--- src/rtl/time_display.sv ---
// Seven-segment scan driver for the 17-bit h/m/s time bus: 24 h or 12 h presentation,
// per-field edit blinking, and one time snapshot per refresh frame.
module time_display #(
    parameter int unsigned CLK_FREQ   = 100_000_000,
    parameter int unsigned REFRESH_HZ = 1000
) (
    input  logic        clk,
    input  logic        reset,
    input  logic [16:0] current_time,
    input  logic        fmt_12h,
    input  logic [1:0]  blink,
    output logic [7:0]  anodes,
    output logic [6:0]  segments,
    output logic        dp
);

    localparam int unsigned DIGIT_CYCLES = CLK_FREQ / (REFRESH_HZ * 8);
    localparam int unsigned BLINK_CYCLES = CLK_FREQ / 4;
    localparam int unsigned PW = (DIGIT_CYCLES > 1) ? $clog2(DIGIT_CYCLES) : 1;
    localparam int unsigned BW = (BLINK_CYCLES > 1) ? $clog2(BLINK_CYCLES) : 1;
    localparam logic [PW-1:0] PRESC_MAX = PW'(DIGIT_CYCLES - 1);
    localparam logic [BW-1:0] BLINK_MAX = BW'(BLINK_CYCLES - 1);

    localparam logic [6:0] SEG_DASH  = 7'b0111111;
    localparam logic [6:0] SEG_BLANK = 7'b1111111;
    localparam logic [6:0] SEG_A     = 7'b0001000;
    localparam logic [6:0] SEG_P     = 7'b0001100;

    logic [PW-1:0] presc_q, presc_d;
    logic [2:0]    digit_idx_q, digit_idx_d;
    logic [BW-1:0] blink_cnt_q, blink_cnt_d;
    logic          blink_phase_q, blink_phase_d;
    logic [16:0]   snap_time_q, snap_time_d;
    logic          snap_fmt_q, snap_fmt_d;
    logic [7:0]    anodes_d;
    logic [6:0]    segments_d;
    logic          dp_d;

    logic          frame_start;
    logic [4:0]    hr, hr_disp;
    logic [5:0]    mn, sc;
    logic          hr_ok, mn_ok, sc_ok;

    function automatic logic [6:0] seg_digit(input logic [3:0] v);
        logic [6:0] s;
        case (v)
            4'd0:    s = 7'b1000000;
            4'd1:    s = 7'b1111001;
            4'd2:    s = 7'b0100100;
            4'd3:    s = 7'b0110000;
            4'd4:    s = 7'b0011001;
            4'd5:    s = 7'b0010010;
            4'd6:    s = 7'b0000010;
            4'd7:    s = 7'b1111000;
            4'd8:    s = 7'b0000000;
            4'd9:    s = 7'b0010000;
            default: s = 7'b1111111;
        endcase
        return s;
    endfunction

    function automatic logic [3:0] tens(input logic [5:0] v);
        logic [5:0] q;
        q = v / 6'd10;
        return q[3:0];
    endfunction

    function automatic logic [3:0] ones(input logic [5:0] v);
        logic [5:0] r;
        r = v % 6'd10;
        return r[3:0];
    endfunction

    // The frame's first digit must already show the value being captured this cycle.
    assign frame_start = (presc_q == '0) && (digit_idx_q == 3'd0);

    always_comb begin
        presc_d       = presc_q;
        digit_idx_d   = digit_idx_q;
        blink_cnt_d   = blink_cnt_q;
        blink_phase_d = blink_phase_q;
        snap_time_d   = snap_time_q;
        snap_fmt_d    = snap_fmt_q;
        if (presc_q == PRESC_MAX) begin
            presc_d     = '0;
            digit_idx_d = digit_idx_q + 3'd1;
        end else begin
            presc_d = presc_q + 1'b1;
        end
        if (blink_cnt_q == BLINK_MAX) begin
            blink_cnt_d   = '0;
            blink_phase_d = ~blink_phase_q;
        end else begin
            blink_cnt_d = blink_cnt_q + 1'b1;
        end
        if (frame_start) begin
            snap_time_d = current_time;
            snap_fmt_d  = fmt_12h;
        end
    end

    assign hr    = snap_time_d[16:12];
    assign mn    = snap_time_d[11:6];
    assign sc    = snap_time_d[5:0];
    assign hr_ok = (hr <= 5'd23);
    assign mn_ok = (mn <= 6'd59);
    assign sc_ok = (sc <= 6'd59);

    always_comb begin
        hr_disp = hr;
        if (snap_fmt_d) begin
            if (hr == 5'd0) begin
                hr_disp = 5'd12;
            end else if (hr > 5'd12) begin
                hr_disp = hr - 5'd12;
            end
        end
    end

    always_comb begin
        anodes_d   = ~(8'd1 << digit_idx_q);
        segments_d = SEG_BLANK;
        dp_d       = 1'b1;
        case (digit_idx_q)
            3'd0: segments_d = sc_ok ? seg_digit(ones(sc)) : SEG_DASH;
            3'd1: segments_d = sc_ok ? seg_digit(tens(sc)) : SEG_DASH;
            3'd2: begin
                segments_d = mn_ok ? seg_digit(ones(mn)) : SEG_DASH;
                dp_d       = 1'b0;
            end
            3'd3: segments_d = mn_ok ? seg_digit(tens(mn)) : SEG_DASH;
            3'd4: begin
                segments_d = hr_ok ? seg_digit(ones({1'b0, hr_disp})) : SEG_DASH;
                dp_d       = 1'b0;
            end
            3'd5: segments_d = hr_ok ? seg_digit(tens({1'b0, hr_disp})) : SEG_DASH;
            3'd6: begin
                if (snap_fmt_d && hr_ok) begin
                    segments_d = (hr >= 5'd12) ? SEG_P : SEG_A;
                end
            end
            default: segments_d = SEG_BLANK;
        endcase
        if (blink_phase_q) begin
            if (blink[1] && (digit_idx_q >= 3'd4) && (digit_idx_q <= 3'd6)) begin
                segments_d = SEG_BLANK;
                dp_d       = 1'b1;
            end
            if (blink[0] && ((digit_idx_q == 3'd2) || (digit_idx_q == 3'd3))) begin
                segments_d = SEG_BLANK;
                dp_d       = 1'b1;
            end
        end
    end

    always_ff @(posedge clk) begin
        if (reset) begin
            presc_q       <= '0;
            digit_idx_q   <= 3'd0;
            blink_cnt_q   <= '0;
            blink_phase_q <= 1'b0;
            snap_time_q   <= 17'd0;
            snap_fmt_q    <= 1'b0;
            anodes        <= 8'hFF;
            segments      <= 7'h7F;
            dp            <= 1'b1;
        end else begin
            presc_q       <= presc_d;
            digit_idx_q   <= digit_idx_d;
            blink_cnt_q   <= blink_cnt_d;
            blink_phase_q <= blink_phase_d;
            snap_time_q   <= snap_time_d;
            snap_fmt_q    <= snap_fmt_d;
            anodes        <= anodes_d;
            segments      <= segments_d;
            dp            <= dp_d;
        end
    end

endmodule

--- config.mk ---
export PLATFORM = sky130hd
export DESIGN_NAME = time_display
export DESIGN_NICKNAME = d
export VERILOG_FILES = /design/src/rtl/time_display.sv
export SDC_FILE = /design/constraint.sdc
export NUM_CORES = 1
export LEC_CHECK = 0
export ABC_AREA = 0
export CORE_ASPECT_RATIO = 1.1
export CORE_MARGIN = 2
export CORE_UTILIZATION = 35
export DETAILED_ROUTE_END_ITERATION = 16
export HOLD_SLACK_MARGIN = 0.05
export PLACE_DENSITY = 0.56
export SLEW_MARGIN = 10
export SYNTH_ARGS = -nofsm -noshare
export SYNTH_HDL_FRONTEND = slang
export SYNTH_SLANG_ARGS = --single-unit
--- constraint.sdc ---
create_clock -name clk -period 8.1 [get_ports clk]
set_input_delay 0.81 -clock clk [delete_from_list [all_inputs] [get_ports clk]]
set_output_delay 0.81 -clock clk [all_outputs]
set_load 0.03 [all_outputs]
# [Word level (Yosys, flattened, before mapping)]
# Memory sizes are Yosys's and may differ from the RTL's.
# Cells that the tools add are included.
[totals] n_memories=6 elab_cells=76 ff_bits=77 output_inout_bits=16 mem_bits_ro=672 inputBits=22
[classes] n_reduce_logical=12 magnitude_cmp=7 muxes=21 bitwise=2 n_div=6 n_shift=1 n_eq_ne=8 add_sub_neg=4
[memory_table] memory="(name not given)" depth=16 width=7 rd=1 rd_ports_with_merged_regs=0 write_ports=0 line_no="46" text="case (v)"
[memory_table] memory="(name not given)" depth=16 width=7 rd=1 rd_ports_with_merged_regs=0 write_ports=0 line_no="46"
[memory_table] memory="(name not given)" depth=16 width=7 rd=1 rd_ports_with_merged_regs=0 write_ports=0 line_no="46"
[memory_table] memory="(name not given)" depth=16 width=7 rd=1 rd_ports_with_merged_regs=0 write_ports=0 line_no="46"
[memory_table] memory="(name not given)" depth=16 width=7 rd=1 rd_ports_with_merged_regs=0 write_ports=0 line_no="46"
[memory_table] memory="(name not given)" depth=16 width=7 rd=1 rd_ports_with_merged_regs=0 write_ports=0 line_no="46"
[ops] cell="7-bit 2-to-1 mux" n=10
[ops] cell="7-bit case mux with 7 select lines" n=1
[ops] cell="25-bit by 1-bit adder with 25-bit output, second input constant" n=1
[ops] cell="25-bit equality test, second input constant" n=1
[ops] cell="17-bit 2-to-1 mux" n=1
[ops] cell="5-bit 2-to-1 mux" n=3
[ops] cell="14-bit by 1-bit adder with 14-bit output, second input constant" n=1
[ops] cell="14-bit equality test, second input constant" n=1
[ops] cell="14-bit zero test" n=1
[ops] cell="6-bit by 4-bit divider with 6-bit output, second input constant" n=2
[ops] cell="6-bit less-or-equal comparator, second input constant" n=2
[ops] cell="6-bit by 4-bit remainder unit with 6-bit output, second input constant" n=2
[ops] cell="3-bit equality test, second input constant" n=3
[ops] cell="8-bit inverter" n=1
[ops] cell="1-bit by 3-bit left shift with 8-bit output, first input constant" n=1
[ops] cell="5-bit by 4-bit divider with 6-bit output, second input constant" n=1
[ops] cell="3-bit by 2-bit equality test with 1-bit output, second input constant" n=2
[ops] cell="5-bit by 4-bit remainder unit with 6-bit output, second input constant" n=1
[ops] cell="2-bit OR reduction" n=3
[ops] cell="5-bit by 4-bit greater-or-equal comparator with 1-bit output, second input constant" n=1
[ops] cell="5-bit by 4-bit > comparator with 1-bit output, second input constant" n=1
[ops] cell="5-bit less-or-equal comparator, second input constant" n=1
[ops] cell="1-bit logical AND" n=5
[ops] cell="5-bit zero test" n=1
[ops] cell="other kinds (10)" n=14

# [Logic depth before layout (Yosys ltp)]
# An unclocked memory read counts as a cell.
[logic_depth] word_depth=14 depth_mapped=24 ltp_nobuf=21

# [Worst setup path after synthesis]
# OpenSTA, ideal clock, no wires.
[synth_timing] kind="reg-to-reg" from="reg digit_idx_q[0]" to="reg segments[0]" path_slack_ps=3256 period_less_slack_ps=4844 n_path_buf=3 arrival_time_ps=4713 path_stages_with_launch=23 setup_ps=131 cell_sequence="dfxtp_1 inv_1 ha_1 nor4bb_4 nand4_4 buf_6 clkbuf_1 clkbuf_1 mux2i_1 ha_1 nor2b_1 mux2i_1 o211ai_2 a311oi_4 inv_1 o21ai_0 inv_1 ha_1 nor2b_1 o21ai_0 a221o_1 a21o_1 nand4bb_1"
[synth_via] elab_chain_len=14
[synth_lines] element="start: declaration" line_no="30" text="logic [2:0] digit_idx_q, digit_idx_d;"
[synth_lines] element="start signal: assignment" line_no="169" text="digit_idx_q <= digit_idx_d;"
[synth_lines] element="parallel branches: the longest is 13 deep, another holds memory 16 x 7 bit"
[synth_lines] element="7-bit 2-to-1 mux *" line_no="144" text="if (blink_phase_q) begin"
[synth_lines] element="end signal: assignment" line_no="175" text="segments <= segments_d;"
[synth_lines] element="end: declaration" line_no="13" text="output logic [6:0] segments,"
# Every way passes the cells marked *.
# A chain may end at the register's enable or synchronous reset.

# [Worst setup path after layout]
[layout_timing] from="reg digit_idx_q[0]" to="reg segments[3]"
# Same word-level chain as after synthesis.

==> out/summary.md <==
Cells and area
• nor2_1 — most common cell after layout, fill and taps aside
• 13.23% — synthesis-to-layout area growth
• 8.765% — share of post-route cells with drive strength above 1
• 0.004443 sq mm — area occupied by multi-input gates
• nor2_1 (104), dfxtp_1 (77), nand2_1 (75) — most used cells in the layout excluding fill and tap cells
• 0.007123 sq mm — Non-Filler Cell Area, Final
• 0 — antenna fix cells
• 1048 — Cell Count, Final, Fillers Out
• 0.001541 sq mm — sequential standard cell area
• 40.30% — utilization after layout
• 1815 — fill count
• 873 — Layout Nets

Logic synthesis
• 86 — number of distinct library cell variants in the gate-level netlist after synthesis
• 784 — number of instances in the synthesized netlist
• dfxtp_1 (25%), ha_1 (9.1%), nor2_1 (6.2%), nand2_1 (4.5%), mux2i_1 (4.5%) — largest cells by area after synthesis
• dfxtp_1 — most area-hungry cell type in the Yosys netlist
• 8.024 sq um — synthesized area divided by synthesized cell count
• 0% — async set-or-reset flop fraction in the synthesized netlist
• 852 — post-synthesis net count
• dfxtp_1 — prevailing post-synth register cell
• 0 — count of flip-flops with a built-in enable after synthesis
• 0 — Warnings, synthesis
• 24.50% — area share of the largest cell type after synthesis
• 77 — post-synthesis register bit count
• 24.50% — fraction of the yosys area taken by sequential cells
• 0.006291 sq mm — netlist area before placement

Hold path
• 1 — hold path cells
• blink_cnt_q[0]$_SDFF_PP0_ — Hold Crit Endpoint
• reg -> reg — class of the tightest hold or removal check
• blink_cnt_q[0]$_SDFF_PP0_ — startpoint of the worst hold path

Global route
• 16.86% — aggregate global-route resource usage
• 5309 — via count of the first global-routing pass
• 0 — number of antenna violations at the first check in global routing
• 36 — largest net degree at the start of global routing
• 26230 um — first-pass GRT wire length
• 0 — remaining global-route overflow

Route
• 0 — number of nets still failing antenna checks after routing
• 336 — number of design-rule violations left by the first detailed-router iteration
• 15.00 um — average detailed-routed wire length per instance
• 5556 — number of vias after detailed routing
• 0 — DRC violations left
• 15720 um — wire length after detailed routing
• 5.302 — drt via density
• 5 — first-pass detailed-route iteration total

Setup path
• segments[3]$_SDFF_PP1_ — reg2reg end
• flip-flop — kind of end point of the critical path
• digit_idx_q[0]$_SDFFE_PP0P_ — worst reg2reg startpoint
• reg -> reg — critical path type
• 2.32 ns — setup slack, reg-to-reg
• flip-flop — launching element type of the critical path
• digit_idx_q[0]$_SDFFE_PP0P_ — start point of the critical path
• 19 — R2R cell count
• 6.00 ns — arrival time of data at the critical path endpoint
• 35 — Critical Path Fanout Max
• 8.32 ns — data required time at the worst endpoint

Clock network
• clkbuf_16 — clock tree root buffer cell
• 77 — TritonCTS sink count
• 3 — level count of the clock H-tree
• 0.35 ns — source-to-sink clock delay at the later pin of the worst-skew pair
• 0 — post-CTS setup-driven buffer insertion count
• 0 — quantity of hold-fixing buffers added after cts
• 0 — Post-CTS Resized
• 0.07 ns — clock slew at reported path FFs
• done — clock tree from TritonCTS
• 2 — buffer levels on the longest clock path
• 9 — total clock buffers created by CTS

STA
• 71.38% — period utilisation layout
• 0 ns — final setup TNS
• 0 — setup-violating endpoint count in the final report
• 173.0 MHz — maximum clock frequency
• 0 — number of endpoints with negative hold slack in the final report
• 0.007180 ns — Setup Skew
• 5.781 ns — crit path time final
• 31.08% — relative slew slack
• 0 — max-slew violation total from the final report
• 1.029 ns — transition time at the pin with the least slew margin
• false — setup repair after global routing missed its margin

Floorplan
• 144.6 um — height of the die
• 131.8 um — die width
• 38 — number of ports placed on the die boundary
• 35.59% — initial standard-cell utilization of the core
• 0.01768 sq mm — area inside the core boundary
• 51 — Cell Rows
• 0.01906 sq mm — die area

Place
• 0.8886 — global placer's final weighted congestion
• 37 — buffers added on ports
• 1032 — Cells after DPL
• 11850 um — HPWL after detailed placement
• 0.006818 sq mm — cell area after placement

Run
• 0 — max-capacitance violation count

Pwr
• 229.4 mW/mm^2 — Power Density
• 0.1070 mV — Worst VDD drop
• 2.777 nW — leakage power summed over all cells

Outcome
• finished clean — result of the run

## worst max-delay path, cell delays in order, from the launching register on
cell,delay [ns]
dfxtp_1,0.34
inv_1,0.12
ha_1,0.29
nor4bb_4,0.31
nand4_4,0.59
mux2i_4,0.60
inv_1,0.12
ha_1,0.30
a2bb2oi_1,0.18
mux2i_1,0.64
nand3_1,0.15
o211ai_1,0.14
a21oi_1,0.12
ha_1,0.33
or3_1,0.39
and4_1,0.30
mux2i_1,0.18
o211ai_1,0.10
a211oi_1,0.30
o211ai_1,0.11
## per-stage QoR
step	hold slack [ns]	power [mW]	worst slack (ns)
final	0.4591	1.634	2.319
after global routing	0.5031	1.747	1.751
after CTS	0.4655	1.641	2.377
after detailed placement	0.4501	1.204	2.399
after global placement	0.4444	1.209	2.478
after floorplan	0.4260	1.029	3.256
## layer usage
| metal | up-vias | global-route usage (%) | share of wire (%) | wire length, um |
|---|---|---|---|---|
| li1 | 2846 | - | - | - |
| met1 | 2567 | 21.18 | 46 | 7301 |
| met2 | 110 | 28.80 | 47 | 7348 |
| met3 | 33 | 2.594 | 3.5 | 545 |
| met4 | 0 | 7.380 | 3.3 | 525 |
| met5 | - | 0 | 0 | 0 |
## cells by family after synthesis
logic type	share of synthesized area [%]
adders and majority gates	9.149
and+or+nand+nor	26.91
muxes	7.995
DFF	24.50
buffers and inverters	4.873
xor gates and xnor gates	5.429
AOI/OAI and AO/OA	21.14
## state kept, by name (all words and copies together), names as in the netlist
| register | count |
|---|---|
| blink_cnt_q | 25 |
| dp | 1 |
| snap_fmt_q | 1 |
| digit_idx_q | 3 |
| anodes | 8 |
| snap_time_q | 17 |
| blink_phase_q | 1 |
| presc_q | 14 |
| segments | 7 |
## worst max-delay path by stage
stage	end	slack [ns]
after detailed placement	segments[3]$_SDFF_PP1_	2.40
after floorplan	segments[0]$_SDFF_PP1_	3.26
after global routing	segments[3]$_SDFF_PP1_	1.75
final	segments[3]$_SDFF_PP1_	2.32
after CTS	segments[3]$_SDFF_PP1_	2.38
after global placement	segments[3]$_SDFF_PP1_	2.48
## cell usage after synthesis, types with 3 or more instances
cell,n
dfxtp_1,77
a211oi_1,9
mux2_2,5
inv_1,39
buf_2,4
xnor2_1,16
nor2b_1,18
ha_1,46
or3_1,4
nand2b_1,13
mux2i_4,3
o211ai_2,3
nand3b_1,4
a21oi_1,26
a211o_1,5
mux2i_1,28
o221ai_1,3
a31oi_1,7
o21ai_0,41
o31a_1,3
nand3_1,34
and3_1,18
xor2_1,23
a21o_1,5
mux2i_2,5
nand4b_1,4
o211ai_1,25
and2_1,6
nand4_1,13
or2_2,7
o2111ai_1,4
buf_6,3
clkbuf_1,20
nor4_1,4
nor3_1,12
nand2_1,75
nor2_1,104
o21ai_1,5
## cell type report
| cell class | instances | area share (%) |
|---|---|---|
| timing repair buffer | 39 | 5.410 |
| clock buffer | 9 | 3.162 |
| clock inverter | 7 | 1.124 |
| multi-input combinational | 638 | 62.37 |
| inverter | 40 | 2.108 |
| sequential | 77 | 21.64 |
| tap | 238 | 4.181 |
## report_power, final
part / leakage (nW) / internal (mW) / switching, mW / total, mW
clock: 0.149 / 0.244 / 0.187 / 0.430
sequential: 0.628 / 0.406 / 0.0231 / 0.430
combinational: 2.00 / 0.305 / 0.469 / 0.774
total: 2.78 / 0.956 / 0.679 / 1.63
Note: power is estimated with default switching activity, not from simulation.
